### config.mk
export PLATFORM = sky130hd
export DESIGN_NAME = gpio_ctrl_v2
export DESIGN_NICKNAME = d
export VERILOG_FILES = /design/src/rtl/gpio_ctrl_v2.sv
export SDC_FILE = /design/constraint.sdc
export NUM_CORES = 1
export LEC_CHECK = 0
export ABC_CLOCK_PERIOD_IN_PS = 2100
export CAP_MARGIN = 20
export CORE_ASPECT_RATIO = 0.8
export CORE_MARGIN = 2
export CORE_UTILIZATION = 52
export DETAILED_ROUTE_END_ITERATION = 7
export PLACE_DENSITY_LB_ADDON = 0.25
export SETUP_SLACK_MARGIN = 0.5
export SYNTH_ARGS = -nofsm -noshare
export SYNTH_HDL_FRONTEND = slang
export SYNTH_SLANG_ARGS = --single-unit
### constraint.sdc
create_clock -name clk -period 2.1 [get_ports clk]
set_clock_uncertainty 0.05 [all_clocks]
set_input_delay 0.21 -clock clk [delete_from_list [all_inputs] [get_ports clk]]
set_output_delay 0.21 -clock clk [all_outputs]
set_load 0.005 [all_outputs]
### src/rtl/gpio_ctrl_v2.sv
`default_nettype none
// ============================================================================
//  Module      : gpio_ctrl_v2
//  Description : Register-mapped GPIO block with input synchroniser, per-pin
//                tick-based debounce, and level/edge interrupt generation.
//  Revision    : 1.0 - initial release
// ============================================================================
module gpio_ctrl_v2 #(
    parameter int GPIO_WIDTH   = 32,
    parameter int ADDR_WIDTH   = 8,
    parameter int DATA_WIDTH   = 32,
    parameter int SYNC_STAGES  = 2,
    parameter int DB_CNT_WIDTH = 16,
    parameter int DB_SAMPLES   = 4
) (
    input  logic                  clk,
    input  logic                  rst_n,
    input  logic [GPIO_WIDTH-1:0] gpio_in,
    output logic [GPIO_WIDTH-1:0] gpio_out,
    output logic [GPIO_WIDTH-1:0] gpio_oe,
    output logic                  gpio_irq,
    input  logic                  reg_wr,
    input  logic [ADDR_WIDTH-1:0] reg_addr,
    input  logic [DATA_WIDTH-1:0] reg_wdata,
    output logic [DATA_WIDTH-1:0] reg_rdata
);

    // Sample counter must be able to hold DB_SAMPLES-1; acceptance happens on
    // the tick that would make it reach DB_SAMPLES.
    localparam int              SCW          = $clog2(DB_SAMPLES + 1);
    localparam logic [SCW-1:0]  SAMPLES_LAST = SCW'(DB_SAMPLES - 1);

    localparam logic [ADDR_WIDTH-1:0] ADDR_DATA_IN    = ADDR_WIDTH'(8'h00);
    localparam logic [ADDR_WIDTH-1:0] ADDR_DATA_OUT   = ADDR_WIDTH'(8'h04);
    localparam logic [ADDR_WIDTH-1:0] ADDR_DIR        = ADDR_WIDTH'(8'h08);
    localparam logic [ADDR_WIDTH-1:0] ADDR_IRQ_EN     = ADDR_WIDTH'(8'h0C);
    localparam logic [ADDR_WIDTH-1:0] ADDR_IRQ_TYPE   = ADDR_WIDTH'(8'h10);
    localparam logic [ADDR_WIDTH-1:0] ADDR_IRQ_POL    = ADDR_WIDTH'(8'h14);
    localparam logic [ADDR_WIDTH-1:0] ADDR_IRQ_STATUS = ADDR_WIDTH'(8'h18);
    localparam logic [ADDR_WIDTH-1:0] ADDR_SET        = ADDR_WIDTH'(8'h1C);
    localparam logic [ADDR_WIDTH-1:0] ADDR_CLR        = ADDR_WIDTH'(8'h20);
    localparam logic [ADDR_WIDTH-1:0] ADDR_TOGGLE     = ADDR_WIDTH'(8'h24);
    localparam logic [ADDR_WIDTH-1:0] ADDR_IRQ_BOTH   = ADDR_WIDTH'(8'h28);
    localparam logic [ADDR_WIDTH-1:0] ADDR_DB_EN      = ADDR_WIDTH'(8'h2C);
    localparam logic [ADDR_WIDTH-1:0] ADDR_DB_PERIOD  = ADDR_WIDTH'(8'h30);

    logic [GPIO_WIDTH-1:0] data_out_q, data_out_d;
    logic [GPIO_WIDTH-1:0] dir_q, dir_d;
    logic [GPIO_WIDTH-1:0] irq_en_q, irq_en_d;
    logic [GPIO_WIDTH-1:0] irq_type_q, irq_type_d;
    logic [GPIO_WIDTH-1:0] irq_pol_q, irq_pol_d;
    logic [GPIO_WIDTH-1:0] irq_both_q, irq_both_d;
    logic [GPIO_WIDTH-1:0] db_en_q, db_en_d;
    logic [GPIO_WIDTH-1:0] irq_status_q, irq_status_d;
    logic [GPIO_WIDTH-1:0] filt_q, filt_d;
    logic [GPIO_WIDTH-1:0] filt_dly_q, filt_dly_d;
    logic [DB_CNT_WIDTH-1:0] db_period_q, db_period_d;
    logic [DB_CNT_WIDTH-1:0] tick_cnt_q, tick_cnt_d;
    logic [SYNC_STAGES-1:0][GPIO_WIDTH-1:0] sync_q, sync_d;
    logic [GPIO_WIDTH-1:0][SCW-1:0] samp_cnt_q, samp_cnt_d;

    logic [GPIO_WIDTH-1:0] wdata_g;
    logic [GPIO_WIDTH-1:0] status_w1c;
    logic [GPIO_WIDTH-1:0] sync_out;
    logic [GPIO_WIDTH-1:0] edge_det;
    logic                  period_wr;
    logic                  tick;

    assign wdata_g  = reg_wdata[GPIO_WIDTH-1:0];
    assign sync_out = sync_q[SYNC_STAGES-1];
    assign gpio_out = data_out_q;
    assign gpio_oe  = dir_q;
    // Enable masks only the output; status keeps recording regardless.
    assign gpio_irq = |(irq_status_q & irq_en_q);

    // Register-file writes, including SET/CLR/TOGGLE modifiers and W1C strobe.
    always_comb begin
        data_out_d  = data_out_q;
        dir_d       = dir_q;
        irq_en_d    = irq_en_q;
        irq_type_d  = irq_type_q;
        irq_pol_d   = irq_pol_q;
        irq_both_d  = irq_both_q;
        db_en_d     = db_en_q;
        db_period_d = db_period_q;
        status_w1c  = '0;
        period_wr   = 1'b0;
        if (reg_wr) begin
            case (reg_addr)
                ADDR_DATA_OUT:   data_out_d = wdata_g;
                ADDR_DIR:        dir_d      = wdata_g;
                ADDR_IRQ_EN:     irq_en_d   = wdata_g;
                ADDR_IRQ_TYPE:   irq_type_d = wdata_g;
                ADDR_IRQ_POL:    irq_pol_d  = wdata_g;
                ADDR_IRQ_STATUS: status_w1c = wdata_g;
                ADDR_SET:        data_out_d = data_out_q | wdata_g;
                ADDR_CLR:        data_out_d = data_out_q & ~wdata_g;
                ADDR_TOGGLE:     data_out_d = data_out_q ^ wdata_g;
                ADDR_IRQ_BOTH:   irq_both_d = wdata_g;
                ADDR_DB_EN:      db_en_d    = wdata_g;
                ADDR_DB_PERIOD: begin
                    db_period_d = reg_wdata[DB_CNT_WIDTH-1:0];
                    period_wr   = 1'b1;
                end
                default: ;
            endcase
        end
    end

    // Synchroniser shift and shared debounce tick generator.
    always_comb begin
        sync_d = {sync_q[SYNC_STAGES-2:0], gpio_in};
        tick   = (tick_cnt_q == db_period_q);
        if (period_wr || tick) begin
            tick_cnt_d = '0;
        end else begin
            tick_cnt_d = tick_cnt_q + DB_CNT_WIDTH'(1);
        end
    end

    // Per-pin debounce: accept a new level after DB_SAMPLES differing ticks.
    always_comb begin
        filt_d     = filt_q;
        samp_cnt_d = samp_cnt_q;
        filt_dly_d = filt_q;
        for (int i = 0; i < GPIO_WIDTH; i++) begin
            if (!db_en_q[i]) begin
                filt_d[i]     = sync_out[i];
                samp_cnt_d[i] = '0;
            end else if (tick) begin
                if (sync_out[i] == filt_q[i]) begin
                    samp_cnt_d[i] = '0;
                end else if (samp_cnt_q[i] == SAMPLES_LAST) begin
                    filt_d[i]     = sync_out[i];
                    samp_cnt_d[i] = '0;
                end else begin
                    samp_cnt_d[i] = samp_cnt_q[i] + SCW'(1);
                end
            end
        end
    end

    // Interrupt status: sticky edge capture (set wins over W1C) or live level.
    always_comb begin
        edge_det = irq_type_q &
                   ((irq_both_q & (filt_q ^ filt_dly_q)) |
                    (~irq_both_q & ~irq_pol_q & filt_q & ~filt_dly_q) |
                    (~irq_both_q &  irq_pol_q & ~filt_q & filt_dly_q));
        irq_status_d = (irq_type_q & ((irq_status_q & ~status_w1c) | edge_det)) |
                       (~irq_type_q & (filt_q ^ irq_pol_q));
    end

    // Combinational register read; unmapped and write-only addresses read 0.
    always_comb begin
        reg_rdata = '0;
        case (reg_addr)
            ADDR_DATA_IN:    reg_rdata = DATA_WIDTH'(filt_q);
            ADDR_DATA_OUT:   reg_rdata = DATA_WIDTH'(data_out_q);
            ADDR_DIR:        reg_rdata = DATA_WIDTH'(dir_q);
            ADDR_IRQ_EN:     reg_rdata = DATA_WIDTH'(irq_en_q);
            ADDR_IRQ_TYPE:   reg_rdata = DATA_WIDTH'(irq_type_q);
            ADDR_IRQ_POL:    reg_rdata = DATA_WIDTH'(irq_pol_q);
            ADDR_IRQ_STATUS: reg_rdata = DATA_WIDTH'(irq_status_q);
            ADDR_IRQ_BOTH:   reg_rdata = DATA_WIDTH'(irq_both_q);
            ADDR_DB_EN:      reg_rdata = DATA_WIDTH'(db_en_q);
            ADDR_DB_PERIOD:  reg_rdata = DATA_WIDTH'(db_period_q);
            default:         reg_rdata = '0;
        endcase
    end

    // State registers; everything clears asynchronously so no edge is seen at release.
    always_ff @(posedge clk or negedge rst_n) begin
        if (!rst_n) begin
            data_out_q   <= '0;
            dir_q        <= '0;
            irq_en_q     <= '0;
            irq_type_q   <= '0;
            irq_pol_q    <= '0;
            irq_both_q   <= '0;
            db_en_q      <= '0;
            irq_status_q <= '0;
            filt_q       <= '0;
            filt_dly_q   <= '0;
            db_period_q  <= '0;
            tick_cnt_q   <= '0;
            sync_q       <= '0;
            samp_cnt_q   <= '0;
        end else begin
            data_out_q   <= data_out_d;
            dir_q        <= dir_d;
            irq_en_q     <= irq_en_d;
            irq_type_q   <= irq_type_d;
            irq_pol_q    <= irq_pol_d;
            irq_both_q   <= irq_both_d;
            db_en_q      <= db_en_d;
            irq_status_q <= irq_status_d;
            filt_q       <= filt_d;
            filt_dly_q   <= filt_dly_d;
            db_period_q  <= db_period_d;
            tick_cnt_q   <= tick_cnt_d;
            sync_q       <= sync_d;
            samp_cnt_q   <= samp_cnt_d;
        end
    end

endmodule
`default_nettype wire
After elaboration in Yosys (flattened, before gate mapping). Cells that the tools add are included.

Output and inout port bits: 97. Input port bits: 75. Bits in registers: 512. Logic and storage cells: 618.

Reductions and logical operators: 44. Multiplexer cells: 263. Bitwise operators: 28. Add/sub/neg operators: 33. Equal/unequal tests: 173.

Operators by type and width (count): $and 32x32->32 (13); $mux 3 (128); $pmux 32 s10 (1); $not 32->32 (7); $or 32x32->32 (5); $mux 1 (130); $ne 2x1->1 const B (64); $pmux 32 s4 (1); $add 3x1->3 const B (32); $eq 3x2->1 const B (32); $reduce_and 3->1 (32); $xor 32x32->32 (3); $mux 32 (2); $ne 2x2->1 const B (32); $eq 8x6->1 const B (5); $eq 1x1->1 (32); $eq 8x5->1 const B (4); $reduce_or 32->1 (1); $add 16x1->16 const B (1); $eq 16x16->1 (1); $eq 8x4->1 const B (2); $mux 16 (1); $reduce_and 2->1 (8); $eq 8x3->1 const B (1); 3 further kinds (3).

Depth between registers and ports, before layout.
Depth after elaboration: 10. Depth in mapped cells: 9. Depth with buffers taken out: 6.

Worst setup path before layout. OpenSTA, ideal clock, no wires.

Kind: register to register. From: register tick_cnt_q[3]. To: register samp_cnt_q[24] (netlist name). Library setup time: 0.125 ns. Clock period less this slack: 1.982 ns. Data required time: 1.925 ns. Setup slack: 0.118 ns. Path buffers: 3. Cell stages (with the launch flop): 9. Data arrival time: 1.808 ns. Cell sequence: dfrtp_1 -> buf_6 -> xor2_1 -> nor4_2 -> nand4_1 -> buf_2 -> buf_2 -> nand2_1 -> mux2_2.

Word-level cells in the longest chain between the ends: 2.

Ends and longest elaborated chain: start: declaration (RTL line 58) `logic [DB_CNT_WIDTH-1:0] tick_cnt_q, tick_cnt_d;`; start signal: assignment (RTL line 200) `tick_cnt_q <= tick_cnt_d;`; $eq 16x16->1 (RTL line 113) `tick = (tick_cnt_q == db_period_q);`; $ne 2x1->1 (no source line); end signal: assignment (RTL line 202) `samp_cnt_q <= samp_cnt_d;`; end: declaration (RTL line 60) `logic [GPIO_WIDTH-1:0][SCW-1:0] samp_cnt_q, samp_cnt_d;`.

Every way passes these cells. A chain may end at the register's enable or synchronous reset.

Final worst setup path.
From: register irq_en_q[23]. To: output port gpio_irq.

Word-level cells in the longest chain between the ends: 2.

Ends and longest elaborated chain: start: declaration (RTL line 49) `logic [GPIO_WIDTH-1:0] irq_en_q, irq_en_d;`; start signal: assignment (RTL line 191) `irq_en_q <= irq_en_d;`; $and 32x32->32 (RTL line 74) `assign gpio_irq = |(irq_status_q & irq_en_q);`; $reduce_or 32->1 (RTL line 74); end: declaration (RTL line 21) `output logic gpio_irq,`.

Every way passes these cells.

==> reports/summary.txt <==
TIMING
---------------------------------------------------------------------------------
Pins Over Slew Limit ...............................................            0
Max Clk Rate .......................................................      374 MHz
Share of the clock period used by the worst path ...................         127%
Final setup viols ..................................................          172
Slew margin rel. ...................................................        62.7%
PnR worst setup slack ..............................................    -0.574 ns
RSZ-0062 raised after global routing ...............................          yes
Transition at the pin with the smallest max-transition slack .......     0.560 ns
Clock period minus final worst setup slack .........................      2.67 ns
Worst hold slack across all endpoints ..............................    0.0116 ns
Final hold violation count .........................................            0
Final TNS setup ....................................................    -36.82 ns

DRT
---------------------------------------------------------------------------------
DRT Pass-1 Iters ...................................................            8
Residual DRC .......................................................            0
Overall routed net length ..........................................     96300 um
Drt first-iter violations ..........................................         2739
Remaining antenna violation count ..................................            0
Mean number of vias per cell .......................................         6.21
Final routed wire length divided by cell count .....................      25.2 um
Count of vias placed by the detailed router ........................        23.7k

LAYOUT
---------------------------------------------------------------------------------
Commonest non-fill, non-tap cell in the layout .....................      dfrtp_1
FILL cells .........................................................         2751
Share of layout cells above drive strength 1 .......................        36.3%
Final cell area excluding filler cells .............................    37000 um2
Most frequent cells in the layout .................................. dfrtp_1, nand2_1, buf_4
Growth of design area from synthesis to finish .....................        47.7%
Nets ...............................................................         3329
# diodes ...........................................................            0

POWER AND IR DROP
---------------------------------------------------------------------------------
Internal portion of total power ....................................     19700 uW
Total power draw ...................................................     28000 uW
Share of total power in combinational logic ........................        24.3%
Switching part of the total ........................................        29.6%
Clock group share of total power ...................................        35.8%
Total power per unit cell area .....................................   755 nW/um2
Static leakage .....................................................    0.0170 uW
Switching power of the nets ........................................      8270 uW
Max IR drop VDD ....................................................       605 uV
Sequential share of power ..........................................        39.9%

YOSYS
---------------------------------------------------------------------------------
Syn_area_per_cell ..................................................     10.0 um2
Sequential area share after synthesis ..............................        51.1%
Synthesis warning total ............................................            0
Synthesized netlist cell count .....................................         2508
Number of enable-type register cells in the synthesized netlist ....            0
Async SR Flop Fraction .............................................         100%
Dominant register cell in the synthesized netlist ..................      dfrtp_1
Post-synthesis net count ...........................................         2680
Distinct cell type count of the synthesized netlist ................           60
Netlist area before placement ......................................    25100 um2
Post-synthesis sequential element count ............................          512

WORST SETUP PATH
---------------------------------------------------------------------------------
Element type at the critical path end .............................. primary output
Max Fanout on Critical Path ........................................            2
Critical path data required time ...................................      1.84 ns
Classification of the worst setup path .............................      reg2out
Setup crit start kind ..............................................     register
CP arrival .........................................................      2.41 ns

PLACE
---------------------------------------------------------------------------------
Post-Place Setup Slack .............................................    -0.822 ns
Number of I/O port buffers .........................................          171
Total placed instance area .........................................    30500 um2
HPWL reported at the end of detailed placement .....................     57900 um
Gp weighted congestion .............................................        0.951

CLOCKING
---------------------------------------------------------------------------------
Number of buffers created by CTS ...................................           51
Number of buffers between clock root and the deepest sink ..........            3
CTS tree ...........................................................        built
Clock latency of the later-clocked register in the worst-skew pair .      0.63 ns
Number of levels in the clock H-tree ...............................            2
Clock Sink Count ...................................................          512
Clock Pin Slew Worst Setup and Hold Paths ..........................      0.06 ns
Library cell used as clock root buffer .............................    clkbuf_16

GRT
---------------------------------------------------------------------------------
Global-route congestion overflow total .............................            0
Maximum number of pins on one net before global-route repair .......           73
GR Util All Layers .................................................        37.8%
Initial antenna violation count ....................................            0
Number of global-route vias before repair ..........................        23.9k
First-pass GRT wire length .........................................    145000 um

DIE
---------------------------------------------------------------------------------
Area of the die ....................................................    50000 um2
Boundary pin count .................................................          172
Die extent in y ....................................................       200 um
Area of the core ...................................................    47300 um2
Die X-Extent .......................................................       250 um
Initial core utilization ...........................................        53.0%
Site Rows ..........................................................           71

WORST HOLD PATH
---------------------------------------------------------------------------------
Path category of the worst min-delay check .........................       in2reg

JOB
---------------------------------------------------------------------------------
Number of violations of the max-capacitance limit ..................            0

STATUS
---------------------------------------------------------------------------------
Result of the run .................................................. complete, but fails checks
Violated checks .................................................... negative setup slack

[power by group through the flow]
| stage | Combinational [uW] | Clock [uW] | Sequential (uW) |
|---|---|---|---|
| 6_report | 6800 | 10000 | 11200 |
| 5_1_grt | 7150 | 10400 | 11200 |
| 4_1_cts | 6180 | 9970 | 11100 |
| 3_5_place_dp | 4060 | 0 | 11300 |
| 3_3_place_gp | 3900 | 0 | 11200 |
| 2_1_floorplan | 2010 | 0 | 11200 |
[cells by family (layout without fill, tap and decap cells)]
kind of cell / Yosys count / count (layout) / synth area share, %
mux: 171 / 171 / 7.14
flops: 512 / 512 / 51.1
buf+inv: 244 / 936 / 4.10
simple gates: 682 / 682 / 12.1
compound gates: 676 / 676 / 16.3
xor+xnor: 126 / 126 / 4.40
fa+ha+maj: 97 / 97 / 4.84
[per-layer routing]
metal	routed length, um	vias to the layer above	global-route usage, %
li1	-	10100	-
met1	37300	11800	50.8
met2	43300	1510	57.8
met3	10300	344	8.44
met4	5390	0	19.3
met5	0	-	0
[state kept, by name (all words and copies together), names as in the netlist]
name and cells:
samp_cnt_q 96, db_en_q 32, filt_dly_d 32, filt_dly_q 32, gpio_oe 32, gpio_out 32, irq_both_q 32, irq_en_q 32
irq_pol_q 32, irq_status_q 32, irq_type_q 32, sync_d 32, sync_out 32, db_period_q 16, tick_cnt_q 16
[final cells by class]
cell class              count  area, um2  share of cell area (%)
clock buffers              73       1510                    4.08
clock inverters            23        295                   0.797
inverters                 113        427                    1.15
multi-input cells        1752      13700                    36.9
flip-flops and latches    512      12800                    34.7
well taps                 620        776                    2.09
repair buffers            727       7530                    20.3
[final timing paths]
kind | from | endpoint | slack [ns] | cells past startpoint
max | irq_en_q[23] | gpio_irq | -0.57 | 4
min | gpio_in[4] | sync_d[36] | 0.01 | 1
max reg2reg | tick_cnt_q[10] | samp_cnt_q[10] | -0.35 | 8
min reg2reg | sync_d[47] | sync_out[15] | 0.30 | 0
max in group asynchronous | rst_n | gpio_out[11] | 1.13 | 3
min in group asynchronous | rst_n | irq_type_q[20] | 0.11 | 2
[worst max-delay path, stage by stage (launching register included)]
cell and delay, ns:
dfrtp_1 0.43, a22oi_2 0.30, nand4_1 0.29, or4_4 0.64
buf_6 0.14
[through the flow]
stage / instances / utilization [%]
CTS: 3786 / 76.2
global route: 3820 / 78.2
finish: 3820 / 78.2
floorplan: 2508 / -
global placement: 3501 / 64.4
detailed placement: 3501 / 64.4
[cell usage after synthesis (5+ instances only)]
master | number | share of area (%)
o21ai_0 | 311 | 6.2
buf_4 | 5 | 0.15
buf_1 | 8 | 0.12
a22oi_1 | 51 | 1.5
mux2_2 | 64 | 2.9
o31ai_1 | 6 | 0.18
a21oi_2 | 28 | 0.98
or4b_1 | 5 | 0.20
buf_2 | 27 | 0.54
o211ai_1 | 7 | 0.21
nor2_1 | 173 | 2.6
nand4_1 | 37 | 0.92
a22o_1 | 18 | 0.63
a21boi_1 | 10 | 0.30
nand2b_1 | 35 | 0.87
a21boi_0 | 32 | 0.96
a21oi_1 | 116 | 2.3
xnor2_1 | 75 | 2.6
o22ai_1 | 43 | 1.1
clkbuf_1 | 83 | 1.2
nor4_1 | 5 | 0.12
o211a_1 | 5 | 0.20
a221oi_1 | 27 | 0.94
inv_1 | 113 | 1.7
mux2i_1 | 107 | 4.3
xor2_1 | 51 | 1.8
a222oi_1 | 6 | 0.24
ha_1 | 97 | 4.8
nand3_1 | 56 | 1.1
nor3_1 | 5 | 0.10
dfrtp_1 | 512 | 51
buf_6 | 8 | 0.36
nand2_1 | 333 | 5.0
[timing repair]
item	4_1_cts	5_1_grt
buffers inserted	131	34
setup endpoints to repair	473	291
hold buffers	30	0
cloned	28	0
resized for setup	858	215
endpoints found under the hold margin	484	0
pin swaps	135	86
(Power assumes the default switching activity.)
==> edit: new RTL, config.mk and constraints unchanged <==
Set the parameter `DB_SAMPLES` to 2 (it was 4).
--- a/src/rtl/gpio_ctrl_v2.sv
+++ b/src/rtl/gpio_ctrl_v2.sv
@@ -11,7 +11,7 @@
     parameter int DATA_WIDTH   = 32,
     parameter int SYNC_STAGES  = 2,
     parameter int DB_CNT_WIDTH = 16,
-    parameter int DB_SAMPLES   = 4
+    parameter int DB_SAMPLES   = 2
 ) (
     input  logic                  clk,
     input  logic                  rst_n,
Check against the original RTL: not settled (the Yosys comparison gave no result); the edit may change what the design does.
==> edit against the original RTL <==
Total power decreased by 12%. Cell count decreased by 13%. Critical endpoint unchanged. Clock power decreased by 10%. Setup slack improved by 0.16 ns. Sequential power decreased by 7%. Register-to-register slack improved by 0.17 ns. Synthesized area decreased by 6.5%. Worst hold slack got worse by 0.00099 ns. Cell area decreased by 6.6%. Wire length decreased by 6.2%. The flow still finishes with violations (negative setup slack). Largest cell class unchanged. Synthesized cell count decreased by 19%. Sequential cell count decreased by 32. Combinational power decreased by 24%.
==> edit: results (changes against the original RTL) <==
Critical path
  • Worst Path Arrival: 2.26 ns (was 2.41 ns)
  • CP peak stage delay: 0.48 ns (was 0.64 ns)
  • R2R Path Start: db_period_q[10] (was tick_cnt_q[10])
  • Flop2flop setup slack: -0.18 ns (was -0.35 ns)
  • Worst setup path start: irq_status_q[7] (was irq_en_q[23])
  • R2r endpoint: filt_dly_d[5] (was samp_cnt_q[10])

Cells and area
  • Nets: 2837 (was 3329)
  • Fraction of layout cells with a size suffix above 1: 40.4% (was 36.3%)
  • Max reg flops: 64 (was 96)
  • Sequential standard cell area: 12000 um^2 (was 12800 um^2)
  • Fill cells: 2660 (was 2751)

Logic synthesis
  • Top post-synthesis cells by count: 480 x dfrtp_1, 188 x nand2_1, 134 x mux2i_1 (was 512 x dfrtp_1, 333 x nand2_1, 311 x o21ai_0)
  • Post-synthesis mux area share: 15.6% (was 7.14%)
  • Post-Synth Adder-Cell Area: 3.47% (was 4.84%)
  • Library cells used by synthesis: 66 (was 60)
  • Register area share after synthesis: 51.2% (was 51.1%)
  • Synth Area in Compound Gates: 13.1% (was 16.3%)
  • Post-Syn Nets: 2178 (was 2680)
  • Top post-synthesis cells by area: dfrtp_1 51%, mux2_2 5.8%, mux2i_1 5.7%, mux2_1 3.6%, ha_1 3.5% (was dfrtp_1 51%, o21ai_0 6.2%, nand2_1 5.0%, ha_1 4.8%, mux2i_1 4.3%)

Power and ir drop
  • Int Power: 17600 uW (was 19700 uW)
  • Clk power: 8960 uW (was 10000 uW)
  • Worst VDD drop: 705 uV (was 605 uV)
  • Sw Pwr: 6880 uW (was 8270 uW)
  • Leakage power: 0.0170 uW (about the same)

Outcome
  • Status: finished, violations left (unchanged)
  • Violated checks: negative setup slack (unchanged)

Clocking
  • Cts bufs inserted: 49 (was 51)
  • Hold_buf cts: 16 (was 30)
  • Clk Latency, worst-skew pair: 0.60 ns (was 0.63 ns)
  • Post-CTS setup buffer count: 102 (was 131)

Routing
  • WL met2: 40.9 mm (was 43.3 mm)
  • Routed length per instance: 27.1 um (was 25.2 um)
  • Met3 routed WL: 7.72 mm (was 10.3 mm)
  • Vias per cell: 6.02 (was 6.21)
  • Max Used Layer: met5 (was met4)
  • DRT Pass-1 Iters: 5 (was 8)
  • Met1 WL: 37.7 mm (was 37.3 mm)

Worst hold path
  • End of the worst hold path: sync_d[55] (was sync_d[36])
  • Hold wc startpoint: gpio_in[23] (was gpio_in[4])

GRT
  • Met1 usage: 52.6% (was 50.8%)
  • First-pass GRT wire length: 130 mm (was 145 mm)
  • Met3 Track Usage GR: 7.20% (was 8.44%)
  • Met2 GRT Util: 56.4% (was 57.8%)
  • Largest net degree at the start of global routing: 60 (was 73)

Placement
  • Detailed placer's ending HPWL: 56.6 mm (was 57.9 mm)
  • Pre-CTS setup slack: -0.780 ns (was -0.822 ns)
  • GPL Wtd Cong: 0.997 (was 0.951)
  • Placed inst area: 28600 um^2 (was 30500 um^2)

Timing
  • Final Setup Violations: 98 (was 172)
  • Fin worst setup slack: -0.416 ns (was -0.574 ns)
  • WHS: 0.0106 ns (was 0.0116 ns)
==> edit: changes by cell type after synthesis, moves of 34 or more <==
| cell | delta |
|---|---|
| a21oi_1 | -43 |
| nor2b_1 | +34 |
| o21ai_0 | -220 |
| mux2_1 | +75 |
| nand3_1 | -37 |
| nor2_1 | -57 |
| mux2_2 | +56 |
| nand2_1 | -145 |
| o21ai_1 | +45 |
| inv_1 | -48 |
| clkbuf_1 | -35 |
==> edit: final cells by class <==
type / count / area share (%)
inverters: 65 / 0.705
flip-flops and latches: 480 / 34.8
multi-input cells: 1395 / 36.0
well taps: 603 / 2.18
repair buffers: 706 / 21.6
clock inverters: 18 / 0.542
clock buffers: 71 / 4.16
diodes: 1 / 0.00723
==> edit: per-stage QoR <==
| step | instances | TNS (ns) |
|---|---|---|
| floorplan | 2038 | 0 |
| CTS | 3265 | -6.51 |
| global placement | 3041 | -159.26 |
| finish | 3339 | -8.19 |
| detailed placement | 3041 | -167.88 |
| global route | 3339 | -13.07 |
